**config.mk**
```make
export PLATFORM = sky130hd
export DESIGN_NAME = pipe_id_ex
export DESIGN_NICKNAME = d
export VERILOG_FILES = /design/src/rtl/pipe_id_ex.sv
export SDC_FILE = /design/constraint.sdc
export NUM_CORES = 1
export LEC_CHECK = 0
export CORE_ASPECT_RATIO = 0.8
export CORE_MARGIN = 4
export CORE_UTILIZATION = 29
export CTS_BUF_LIST = sky130_fd_sc_hd__clkbuf_8
export DETAILED_ROUTE_END_ITERATION = 12
export DONT_BUFFER_PORTS = 1
export GPL_TIMING_DRIVEN = 1
export SLEW_MARGIN = 20
export SYNTH_ARGS = -nofsm -noshare
export SYNTH_HDL_FRONTEND = slang
export SYNTH_SLANG_ARGS = --single-unit
```
**constraint.sdc**
```tcl
create_clock -name CLK -period 6.7 [get_ports CLK]
set_input_delay 1.005 -clock CLK [delete_from_list [all_inputs] [get_ports CLK]]
set_output_delay 1.005 -clock CLK [all_outputs]
set_load 0.05 [all_outputs]
```
**src/rtl/pipe_id_ex.sv**
```systemverilog
// ID/EX pipeline register for the pipelined OTTER core, with EX-stage operand
// forwarding from MEM/WB and load-use hazard detection against the ID stage.
module pipe_id_ex #(
   parameter int XLEN   = 32,
   parameter int REG_AW = 5
) (
   input  logic              CLK,
   input  logic              RST,
   input  logic              stall,
   input  logic              flush,
   input  logic              id_valid,
   input  logic [XLEN-1:0]   id_pc,
   input  logic [XLEN-1:0]   id_rs1_data,
   input  logic [XLEN-1:0]   id_rs2_data,
   input  logic [XLEN-1:0]   id_imm,
   input  logic [REG_AW-1:0] id_rs1_addr,
   input  logic [REG_AW-1:0] id_rs2_addr,
   input  logic [REG_AW-1:0] id_rd_addr,
   input  logic [3:0]        id_alu_fun,
   input  logic              id_srcA_sel,
   input  logic              id_srcB_sel,
   input  logic              id_reg_write,
   input  logic              id_mem_read,
   input  logic              id_mem_write,
   input  logic [REG_AW-1:0] mem_rd_addr,
   input  logic              mem_reg_write,
   input  logic [XLEN-1:0]   mem_result,
   input  logic [REG_AW-1:0] wb_rd_addr,
   input  logic              wb_reg_write,
   input  logic [XLEN-1:0]   wb_result,
   output logic              ex_valid,
   output logic [XLEN-1:0]   ex_pc,
   output logic [XLEN-1:0]   ex_srcA,
   output logic [XLEN-1:0]   ex_srcB,
   output logic [3:0]        ex_alu_fun,
   output logic [XLEN-1:0]   ex_store_data,
   output logic [REG_AW-1:0] ex_rd_addr,
   output logic              ex_reg_write,
   output logic              ex_mem_read,
   output logic              ex_mem_write,
   output logic              hazard_stall
);

   typedef struct packed {
      logic              valid;
      logic [XLEN-1:0]   pc;
      logic [XLEN-1:0]   rs1Data;
      logic [XLEN-1:0]   rs2Data;
      logic [XLEN-1:0]   imm;
      logic [REG_AW-1:0] rs1Addr;
      logic [REG_AW-1:0] rs2Addr;
      logic [REG_AW-1:0] rdAddr;
      logic [3:0]        aluFun;
      logic              srcASel;
      logic              srcBSel;
      logic              regWrite;
      logic              memRead;
      logic              memWrite;
   } exFields_t;

   exFields_t ex_q;
   exFields_t ex_d;
   exFields_t idFields;

   logic              memHit1;
   logic              memHit2;
   logic              wbHit1;
   logic              wbHit2;
   logic [XLEN-1:0]   fwd1;
   logic [XLEN-1:0]   fwd2;

   // Control bits of an invalid ID slot must never reach EX as live writes.
   always_comb begin
      idFields          = '0;
      idFields.valid    = id_valid;
      idFields.pc       = id_pc;
      idFields.rs1Data  = id_rs1_data;
      idFields.rs2Data  = id_rs2_data;
      idFields.imm      = id_imm;
      idFields.rs1Addr  = id_rs1_addr;
      idFields.rs2Addr  = id_rs2_addr;
      idFields.rdAddr   = id_rd_addr;
      idFields.aluFun   = id_alu_fun;
      idFields.srcASel  = id_srcA_sel;
      idFields.srcBSel  = id_srcB_sel;
      idFields.regWrite = id_reg_write & id_valid;
      idFields.memRead  = id_mem_read & id_valid;
      idFields.memWrite = id_mem_write & id_valid;
   end

   // Conservative: rs2 is compared even when the ID instruction does not use it.
   assign hazard_stall = ex_q.valid && ex_q.memRead && (ex_q.rdAddr != '0) && id_valid &&
                         ((ex_q.rdAddr == id_rs1_addr) || (ex_q.rdAddr == id_rs2_addr));

   // flush beats stall; stall beats the load-use bubble so EX is never lost.
   always_comb begin
      ex_d = ex_q;
      if (flush) begin
         ex_d = '0;
      end else if (stall) begin
         ex_d = ex_q;
      end else if (hazard_stall) begin
         ex_d = '0;
      end else begin
         ex_d = idFields;
      end
   end

   always_ff @(posedge CLK or posedge RST) begin
      if (RST) begin
         ex_q <= '0;
      end else begin
         ex_q <= ex_d;
      end
   end

   // MEM is the younger producer, so it wins over WB; x0 is never forwarded.
   assign memHit1 = mem_reg_write && (mem_rd_addr != '0) && (mem_rd_addr == ex_q.rs1Addr);
   assign memHit2 = mem_reg_write && (mem_rd_addr != '0) && (mem_rd_addr == ex_q.rs2Addr);
   assign wbHit1  = wb_reg_write  && (wb_rd_addr  != '0) && (wb_rd_addr  == ex_q.rs1Addr);
   assign wbHit2  = wb_reg_write  && (wb_rd_addr  != '0) && (wb_rd_addr  == ex_q.rs2Addr);

   assign fwd1 = memHit1 ? mem_result : (wbHit1 ? wb_result : ex_q.rs1Data);
   assign fwd2 = memHit2 ? mem_result : (wbHit2 ? wb_result : ex_q.rs2Data);

   assign ex_valid      = ex_q.valid;
   assign ex_pc         = ex_q.pc;
   assign ex_srcA       = ex_q.srcASel ? ex_q.pc  : fwd1;
   assign ex_srcB       = ex_q.srcBSel ? ex_q.imm : fwd2;
   assign ex_store_data = fwd2;
   assign ex_alu_fun    = ex_q.aluFun;
   assign ex_rd_addr    = ex_q.rdAddr;
   assign ex_reg_write  = ex_q.regWrite;
   assign ex_mem_read   = ex_q.memRead;
   assign ex_mem_write  = ex_q.memWrite;

endmodule

```
* Word-level counts from Yosys, hierarchy flattened
Index checks and enable logic that the tools add are counted.
Storage, ports and cells: output and inout port bits 142, register bits after elaboration 153, word-level logic and storage cells 47, bits of input ports 233
Operators by class: bitwise logic cells 3, mux-type cells 9, equality and inequality tests 7, reduce and logical (&&, ||, !) cells 14
Operators with widths (count):
- 2-to-1 mux 153 bit | 3
- 2-to-1 mux 32 bit | 6
- == test 5 bit | 6
- nonzero test 5 bit | 3
- logical AND 1 bit | 10
- bitwise AND 1 bit | 3
- != test 2 x 1 -> 1 bit (second input constant) | 1
- logical OR 1 bit | 1

* Longest topological paths before layout
depth in word-level cells 7, mapped depth 7, gate-level depth less buffers 5

* Least setup slack after synthesis
OpenSTA, ideal clock, no wires.
path type input-to-output, start input wb_rd_addr[0], end output ex_srcB[10], buffers on the path 2, stages on the path 7, path slack 2292 ps, data required time 5695 ps, arrival time 3403 ps, path through or4_4 -> a21oi_2 -> or3_1 -> buf_4 -> buf_4 -> a221oi_1 -> o31ai_1
Between the ends: word-level cells in the longest chain between the ends 6, elaborated cells on any way between the ends 7, those cells by class eq/ne: 1; mux: 3; reduce/logical: 3
RTL lines:
- start: declaration | RTL line 28 | input logic [REG_AW-1:0] wb_rd_addr,
- nonzero test 5 bit | RTL line 121 | assign wbHit2 = wb_reg_write && (wb_rd_addr != '0) && (wb_rd_addr == ex_q.rs2Addr);
- logical AND 1 bit | RTL line 121
- logical AND 1 bit * | RTL line 121
- 2-to-1 mux 32 bit * (2 in a row) | RTL line 124 | assign fwd2 = memHit2 ? mem_result : (wbHit2 ? wb_result : ex_q.rs2Data);
- 2-to-1 mux 32 bit * | RTL line 129 | assign ex_srcB = ex_q.srcBSel ? ex_q.imm : fwd2;
- end: declaration | RTL line 34 | output logic [XLEN-1:0] ex_srcB,
Every way passes the cells marked *; elsewhere a longest branch is shown, timed or not.

* Worst setup path in the final report
start input wb_rd_addr[0], end output ex_srcA[31]
Between the ends: word-level cells in the longest chain between the ends 6, elaborated cells on any way between the ends 7, those cells by class eq/ne: 1; mux: 3; reduce/logical: 3
RTL lines:
- nonzero test 5 bit | RTL line 120 | assign wbHit1 = wb_reg_write && (wb_rd_addr != '0) && (wb_rd_addr == ex_q.rs1Addr);
- logical AND 1 bit | RTL line 120
- logical AND 1 bit * | RTL line 120
- 2-to-1 mux 32 bit * (2 in a row) | RTL line 123 | assign fwd1 = memHit1 ? mem_result : (wbHit1 ? wb_result : ex_q.rs1Data);
- 2-to-1 mux 32 bit * | RTL line 128 | assign ex_srcA = ex_q.srcASel ? ex_q.pc : fwd1;
- end: declaration | RTL line 33 | output logic [XLEN-1:0] ex_srcA,
Marked as above.

==> summary.md <==
| Metric | Value |
|---|---|
| Outcome | `finished, final reports clean` |
| Power density cells | `214.0 mW/mm2` |
| Tot Pwr | `2.519 mW` |
| Worst Hold Class | `primary input to async pin` |
| Syn nets | `1461` |
| Final wirelength | `47370 um` |
| Htree depth | `4` |
| Startpoint types | `primary input` |
| Lkg Pwr | `5.302 nW` |
| Worst clock skew | `0.01558 ns` |
| Fmax | `198.6 MHz` |
| RSZ-0062 raised after global routing | `no` |
| Setup TNS | `0 ns` |
| Top-area cell type share of the netlist area | `35.43%` |
| Via count | `9634` |
| Die Ht | `180.7 um` |
| CTS resizes | `0` |
| CP peak stage delay | `0.89 ns` |
| CTS max path bufs | `2` |
| Worst Path Required | `5.69 ns` |
| Sequential area share after synthesis | `35.43%` |
| Clock-pin slew on the worst setup and hold paths | `0.10 ns` |
| Top-level port count | `375` |
| Tot GR Track Use | `22.72%` |
| Clock sinks | `153` |
| Crit Path Class | `primary input to output pin` |
| Peak VDD IR | `114.5 uV` |
| Gpl congestion | `0.9875` |
| Crit-path slowest cell | `o31ai_2` |
| Fin. Hold Viols | `0` |
| Ranking of synthesized cells by area | `dfrtp_1 35%, nand3b_1 10%, o41ai_2 9.0%` |
| Yosys warns | `0` |
| CTS tree | `yes` |
| #FFs+latches synth | `153` |
| Clk_lat worst skew | `0.48 ns` |
| Area Overhead vs Synth | `8.915%` |
| CTS Buf Count | `17` |
| WL/cell | `28.83 um` |
| Fraction of layout cells with a size suffix above 1 | `20.36%` |
| GRT Residual Overflow | `0` |
| Met3 Use GR | `6.401%` |
| Yosys top cell by area | `dfrtp_1` |
| Final nets | `1380` |
| Initial antenna violation count | `6` |
| IO Port Bufs | `0` |
| CTS hold repair buffers | `0` |
| Vias in the first global route | `9539` |
| Post-CTS Setup Repair Bufs | `0` |
| ANT nets after route | `0` |
| Average size of a mapped cell | `8.800 um2` |
| Die Area | `0.04044 mm2` |
| Worst-path cell chain | `or4_4, o211ai_4, buf_4, or2_2, a211oi_1, o31ai_2` |
| Initial DRC count | `1129` |
| Pin count of the biggest net entering global routing | `302` |
| CP max FO | `33` |
| Routed vias/inst | `5.864` |
| Clock period minus worst slack | `5.034 ns` |
| Core area | `0.03630 mm2` |
| Worst endpoint data arrival time | `4.03 ns` |
| Met1 Use GR | `31.48%` |
| Max cap viols | `0` |
| Clk root buf | `clkbuf_8` |
| Slew @ Worst Pin | `1.030 ns` |
| Setup violators final | `0` |
| Critical path endpoint category | `output pin` |
| Mapped cell area | `0.01081 mm2` |
| DR pass1 iterations | `6` |
| Yosys cell types | `37` |
| Relative slew slack | `30.89%` |
| Met2 usage | `33.72%` |
| Detailed Place HPWL | `34330 um` |
| Cell Rows | `62` |
| DRC Markers | `0` |
| GR peak layer | `met2` |
| First-pass GRT wire length | `68480 um` |
| Final period util | `75.14%` |
| Die Wd | `223.8 um` |
| Number of fill cells | `3785` |
| Final Slew Violations | `0` |
| Synth Instances | `1228` |
| Initial core utilization | `29.77%` |
## stage by stage
stage                     cells  hold slack (ns)  utilization, %  cell area, um2  setup slack (ns)
after floorplan            1228           0.4445               -           10810             1.574
after global placement     1608           0.4934           31.11           11300             1.703
after detailed placement   1608           0.4964           31.11           11300             1.646
after CTS                  1639           0.3586           32.39           11760             1.650
after global routing       1642           0.3624           32.41           11770             1.548
final                      1643           0.3879           32.42           11770             1.666
## routing by layer
metal | vias to the layer above | part of all wire (%)
met5 | - | 0.087
met4 | 6 | 4.0
met3 | 98 | 8.0
met2 | 559 | 43
met1 | 4786 | 45
li1 | 4185 | -
## sequential cells by signal, summed over array words and instances (netlist names)
signal and count:
ex_q 108, ex_pc 32, ex_rd_addr 5, ex_alu_fun 4, ex_mem_read 1, ex_mem_write 1, ex_reg_write 1, ex_valid 1
## worst max-delay path, delay by kind of cell
family,cells,cell delay [ns]
AND/OR/NAND/NOR,2,1.31
AO/OA/AOI/OAI,3,1.26
buffers and inverters,1,0.43
## power by group
group          switching, mW  internal (mW)
combinational          0.372          0.173
sequential             0.126          0.973
clock                  0.398          0.477
## cell type report
type | count | area, um2 | area share [%]
antenna | 4 | 10.01 | 0.08504
clock buffer | 17 | 234.0 | 1.988
clock inverter | 14 | 230.2 | 1.956
inverter | 184 | 695.7 | 5.911
multi-input combinational | 720 | 5618 | 47.73
sequential | 153 | 3836 | 32.59
tap | 480 | 600.6 | 5.103
timing repair buffer | 71 | 545.5 | 4.635
## kinds of logic after synthesis
group                     Yosys count  synth area share, %
AOI/OAI and AO/OA                 288                27.67
xor gates and xnor gates           29                2.350
buffers and inverters             355                14.50
DFF                               153                35.43
muxes                               1              0.09263
and+or+nand+nor                   402                19.96
## synth_stat cells (all sizes together)
master   number
buf          66
or2           2
xor2          6
inv         184
and2          1
xnor2        23
mux2i         1
nor2        130
nand3         4
a211oi       32
a221oi       31
a21oi         3
o211a         1
clkbuf      105
o21ai         4
or4           3
o31ai        64
nor3         36
or3           2
o2111ai       1
nand4         2
nand2        71
o211ai        2
o41ai       150
dfrtp       153
nor2b         1
nand3b      150
## worst paths after layout
kind	from	end	slack, ns	cells past startpoint
worst max-delay path	wb_rd_addr[0]	ex_srcA[31]	1.67	6
worst min-delay path	RST	ex_mem_read$_DFFE_PP0P_	0.39	1
worst max register to register	ex_rd_addr[3]$_DFFE_PP0P_	ex_q[108]$_DFFE_PP0P_	4.08	5
worst min register to register	ex_q[28]$_DFFE_PP0P_	ex_q[28]$_DFFE_PP0P_	0.53	2
max in group asynchronous	RST	ex_q[4]$_DFFE_PP0P_	5.11	2
min in group CLK	ex_q[28]$_DFFE_PP0P_	ex_q[28]$_DFFE_PP0P_	0.53	2
## layout by cell type, fill, tap and decap left out, types with 2 or more instances in the layout
cell,n
nor3_1,35
xor2_1,6
o21ai_0,3
dfrtp_4,2
inv_1,186
inv_6,3
a221oi_1,30
nor2_1,128
diode_2,4
dfrtp_1,151
xnor2_1,23
nor2_4,2
or2_2,2
buf_4,70
nand3_1,4
o41ai_1,90
nand3b_1,150
or4_1,2
a211oi_1,32
clkbuf_8,17
o41ai_2,60
bufinv_16,6
o31ai_2,63
nand2_1,71
nand4_1,2
No activity file was read; power rests on OpenSTA's default activity.
